File: src/rtl/button_conditioner.sv
// rtl/button_conditioner.sv - active-low push-button synchronizer, debouncer and press/release pulser (optional HOLD_REPEAT_EN auto-repeat)
module button_conditioner #(
  parameter int N_BTN           = 5,
  parameter int DEBOUNCE_CYCLES = 1000000,
  parameter int REPEAT_DELAY    = 50000000,
  parameter int REPEAT_PERIOD   = 20000000
) (
  input  logic             clk,
  input  logic             reset,
  input  logic [N_BTN-1:0] btn_raw,
  output logic [N_BTN-1:0] btn_level,
  output logic [N_BTN-1:0] press_pulse,
  output logic [N_BTN-1:0] release_pulse,
  output logic             any_press
);

  localparam int CW = $clog2(DEBOUNCE_CYCLES);

  logic [N_BTN-1:0] s1;
  logic [N_BTN-1:0] s2;
  logic [CW-1:0]    cnt [N_BTN];
  logic [N_BTN-1:0] accept;
  logic [N_BTN-1:0] fire;
  logic [N_BTN-1:0] press_next;

  // Two-stage synchronizer; inversion at entry makes everything downstream active-high.
  always_ff @(posedge clk) begin
    if (reset) begin
      s1 <= '0;
      s2 <= '0;
    end else begin
      s1 <= ~btn_raw;
      s2 <= s1;
    end
  end

  // A channel accepts its new level when it has differed for a full window.
  always_comb begin
    accept = '0;
    for (int i = 0; i < N_BTN; i++) begin
      accept[i] = (s2[i] != btn_level[i]) && (cnt[i] == CW'(DEBOUNCE_CYCLES - 1));
    end
  end

  // Debounce counters and the accepted level; any agreement restarts the window.
  always_ff @(posedge clk) begin
    if (reset) begin
      btn_level <= '0;
      for (int i = 0; i < N_BTN; i++) cnt[i] <= '0;
    end else begin
      for (int i = 0; i < N_BTN; i++) begin
        if (s2[i] == btn_level[i]) begin
          cnt[i] <= '0;
        end else if (accept[i]) begin
          btn_level[i] <= s2[i];
          cnt[i]       <= '0;
        end else begin
          cnt[i] <= cnt[i] + 1'b1;
        end
      end
    end
  end

`ifdef HOLD_REPEAT_EN
  localparam int RW = $clog2(REPEAT_DELAY);
  logic [RW-1:0] rpt [N_BTN];

  // Repeat fires only while held, and never on the edge that accepts a release.
  always_comb begin
    fire = '0;
    for (int i = 0; i < N_BTN; i++) begin
      fire[i] = btn_level[i] && !accept[i] && (rpt[i] == RW'(REPEAT_DELAY - 1));
    end
  end

  // Hold-time counter; reloads so later repeats are spaced by REPEAT_PERIOD.
  always_ff @(posedge clk) begin
    if (reset) begin
      for (int i = 0; i < N_BTN; i++) rpt[i] <= '0;
    end else begin
      for (int i = 0; i < N_BTN; i++) begin
        if (accept[i])          rpt[i] <= '0;
        else if (fire[i])       rpt[i] <= RW'(REPEAT_DELAY - REPEAT_PERIOD);
        else if (btn_level[i])  rpt[i] <= rpt[i] + 1'b1;
      end
    end
  end
`else
  localparam int REPEAT_SUM = REPEAT_DELAY + REPEAT_PERIOD;
  logic unused_repeat_cfg;
  assign unused_repeat_cfg = (REPEAT_SUM != 0);
  assign fire = '0;
`endif

  assign press_next = (accept & s2) | fire;

  // Registered strobes so no combinational path reaches the outputs.
  always_ff @(posedge clk) begin
    if (reset) begin
      press_pulse   <= '0;
      release_pulse <= '0;
      any_press     <= 1'b0;
    end else begin
      press_pulse   <= press_next;
      release_pulse <= accept & ~s2;
      any_press     <= |press_next;
    end
  end

endmodule

File: config.mk
export PLATFORM = sky130hd
export DESIGN_NAME = button_conditioner
export DESIGN_NICKNAME = d
export VERILOG_FILES = /design/src/rtl/button_conditioner.sv
export SDC_FILE = /design/constraint.sdc
export NUM_CORES = 1
export LEC_CHECK = 0
export ABC_AREA = 1
export BUFFER_PORTS_ARGS = -buffer_cell sky130_fd_sc_hd__buf_4
export CAP_MARGIN = 40
export CORE_MARGIN = 1.5
export CORE_UTILIZATION = 57
export CTS_CLUSTER_DIAMETER = 120
export DETAILED_ROUTE_END_ITERATION = 8
export HOLD_SLACK_MARGIN = 0.06
export PLACE_DENSITY = 0.76
export SLEW_MARGIN = 20
export SYNTH_ARGS = -nofsm -noshare
export SYNTH_HDL_FRONTEND = slang
export SYNTH_SLANG_ARGS = --single-unit
File: constraint.sdc
create_clock -name clk -period 2.3 [get_ports clk]
set_input_delay 0.23 -clock clk [delete_from_list [all_inputs] [get_ports clk]]
set_output_delay 0.23 -clock clk [all_outputs]
set_load 0.02 [all_outputs]
==> results by group <==
Outcome
  – Status: complete, but fails checks
  – Failing checks: DRC

Placement
  – GPL Wtd Cong: 0.8376
  – Pre-CTS WS: 0.3493 ns
  – IO buf count: 22
  – Final HPWL DP: ~9300 µm

Worst setup path
  – CP Launch Point: cnt[4][0]$_SDFFCE_PN0P_
  – Critical Path RT: between 2 and 2.5 ns
  – Crit Path Category: flip-flop to flip-flop
  – Flop2flop setup slack: 0.34 ns
  – Nature of the critical path endpoint: flip-flop
  – WP data arrival: 2.13 ns
  – Crit start category: flip-flop
  – Worst r2r src: cnt[4][0]$_SDFFCE_PN0P_
  – R2r worst-path depth: 9
  – CP endpoint: cnt[4][17]$_SDFFCE_PN0P_
  – RR Endpoint: cnt[4][17]$_SDFFCE_PN0P_
  – Crit Path Max Fanout: 14

Power
  – Maximum vdd drop: slightly above 500 µV
  – Leakage: around 3.4 nW
  – P per Cell Area: ~720 nW/µm²

Detailed routing
  – Vias/cell: between 4 and 5
  – # DRC: 2
  – Routed length per instance: roughly 12 µm
  – Detail Route Antenna Nets: 0
  – Detailed-route via count: approximately 5400
  – DR iter-0 viols: 417
  – TritonRoute pass-1 iters: 7
  – Final wirelength: 13000 µm

Global routing
  – Total grt overflow: 0
  – Largest net degree at the start of global routing: 22
  – All-Layer GR Usage: 0.2230
  – First-pass GRT wire length: approximately 23000 µm
  – Vias in the first global route: about 5200
  – Initial antenna violation count: 0

Timing
  – Final period util: 0.8519
  – Hold WS: about 0.4 ns
  – Final setup margin: 0.3407 ns
  – Final setup vio count: 0
  – RSZ-0062 raised after global routing: false
  – Slew Viols, Final: 0
  – Total negative slack: 0 ns
  – Worst Tran Pin Value: around 0.64 ns
  – Fin crit period: between 1.5 and 2 ns
  – Slew HR: 0.5693
  – Peak Freq: approximately 0.51 GHz
  – Final hold vios: 0
  – Clk_skew: between 0.005 and 0.006 ns

Synth
  – EDFF count, synth: 100
  – Seq/Total Area, Yosys: 0.5153
  – Cell type with the largest total area after synthesis: edfxtp_1
  – Synth unique cells: 43
  – Syn. warnings: 0
  – Main combinational cell family by area after synthesis: simple AND/OR/NAND/NOR gates
  – Simple-gate share of the synthesized area: 0.3021
  – Dominant synthesized flop cell: edfxtp_1
  – Mean Syn Cell Area: 8.666 µm²
  – Synth Instances: 789
  – Synth Area in XOR/XNOR: 0.04995
  – Synth top area share: 0.4392
  – Fraction of synthesized area in multiplexers: 0
  – Synth area leaders: edfxtp_1 44%, nand2_1 7.8%, dfxtp_1 7.6%
  – Register bit total from synthesis: between 100 and 150
  – Post-synthesis compound-gate area fraction: 0.05215
  – Adder-cell share of the synthesized area: 0.009149
  – Area of the mapped netlist: ~6800 µm²
  – Ys async rst share: 0

Clock network
  – Clk_lat worst skew: about 0.42 ns
  – Max H-tree Level: 4
  – Post-CTS setup buffer count: 0
  – CTS Root Cell: clkbuf_16
  – Clock tree from TritonCTS: yes
  – Clock slew seen by the registers of the worst setup and hold paths: 0.05 ns
  – Clk buf depth: 2
  – Clock Sinks: 126
  – CTS Buf Count: 17

Hold path
  – Hold crit path type: flip-flop to flip-flop

Layout
  – Area occupied by multi-input gates: approximately 3200 µm²
  – Ant. Diodes: 0
  – Share of cells above drive strength 1: 0.1171
  – Area occupied by registers: approximately 3500 µm²
  – Fillers: slightly below 900
  – Nets: between 900 and 1000
  – Area grow syn2layout: 20.53%
  – Core Util, Final: 0.7126

Flow run
  – MaxCap Viol Count: 0

Floorplan
  – Initial Utilization: 0.5913
  – Die ar.: 12660 µm²
  – Die H: ~110 µm
  – Die X: 112.5 µm
  – CORE AREA: 11560 µm²
  – Std-Cell Rows: 39
  – Io pins: 23
[cell usage after synthesis (all sizes together), types with 2 or more instances]
master / instances
nor2: 156
nand2: 152
inv: 108
edfxtp: 100
nand3: 53
a21oi: 37
nor3: 34
xor2: 28
dfxtp: 26
o21ai: 18
nand4: 15
xnor2: 11
buf: 10
or2: 8
ha: 5
a31oi: 4
nand3b: 4
nor3b: 4
nor4: 3
o211ai: 3
and3: 2
o21a: 2
[per-stage QoR]
step | total power, mW | instance area [µm²] | std cells
global placement | 2.867 | 7506 | 1044
finish | 5.925 | 8242 | 1082
CTS | 5.971 | 8242 | 1082
floorplan | 2.820 | 7209 | 888
global route | 6.116 | 8242 | 1082
detailed placement | 2.880 | 7506 | 1044
[cells in the final DEF, fill, tap and decap left out, drive strengths merged, types with 6 or more instances in the layout]
cell type and n:
or2 8, o21ai 18, nor3 34, xnor2 11, bufinv 7, nand3 53, clkinv 7, nand2 152
nor2 156, nand4 15, a21oi 37, dfxtp 26, xor2 28, buf 24, edfxtp 100, clkbuf 19
inv 108, dlygate4sd3 6, conb 100
[state kept, by name (all words and copies together), names as in the netlist]
register       count
any_press          1
btn_level          5
cnt              100
press_pulse        5
release_pulse      5
s1                 5
s2                 5
[critical path, stage by stage, from the launching register on]
cell      delay, ns
edfxtp_1       0.40
ha_1           0.20
nand2_1        0.10
nor2_4         0.19
inv_2          0.08
nor3_4         0.16
nand2_1        0.08
nand2_1        0.27
buf_12         0.18
nor2_1         0.05
[kinds of logic after synthesis]
kind of cell,count (synthesis)
simple gates,432
buf+inv,120
xor+xnor,39
fa+ha+maj,5
other cells,1
flops,126
compound gates,66
[layout make-up]
cell class | instances | area share
inverters | 109 | 0.04964
flip-flops and latches | 126 | 0.4275
multi-input cells | 642 | 0.3885
clock buffers | 19 | 0.05253
well taps | 143 | 0.02171
clock inverters | 13 | 0.02945
repair buffers | 30 | 0.03067
[worst min-delay path by stage]
stage	startpoint	end	depth (start not counted)
detailed placement	btn_raw[0]	s1[0]$_SDFF_PP0_	2
CTS	s1[2]$_SDFF_PP0_	s2[2]$_SDFF_PP0_	2
global route	s1[3]$_SDFF_PP0_	s2[3]$_SDFF_PP0_	2
finish	s1[2]$_SDFF_PP0_	s2[2]$_SDFF_PP0_	2
floorplan	btn_raw[4]	s1[4]$_SDFF_PP0_	1
global placement	btn_raw[3]	s1[3]$_SDFF_PP0_	2
[metal layers]
metal,part of all wire,wire length (µm),global-route usage,up-vias
met5,0,0,0,-
met1,0.45,5815,0.2675,2499
li1,-,-,-,2762
met2,0.50,6462,0.3787,105
met3,0.032,414,0.04428,26
met4,0.024,306,0.1232,0
[what timing repair did]
| action | CTS | global route |
|---|---|---|
| gates resized for setup | 0 | 0 |
| endpoints found under the setup margin | 0 | 0 |
| hold buffers | 6 | 0 |
| hold endpoints to repair | 6 | 0 |
[report_power, final]
group | total (mW) | switching, mW | internal [mW]
clock network | 3.07 | 0.945 | 2.13
logic | 0.226 | 0.150 | 0.0762
registers | 2.63 | 0.0811 | 2.54
Note: power is estimated with default switching activity, not from simulation.
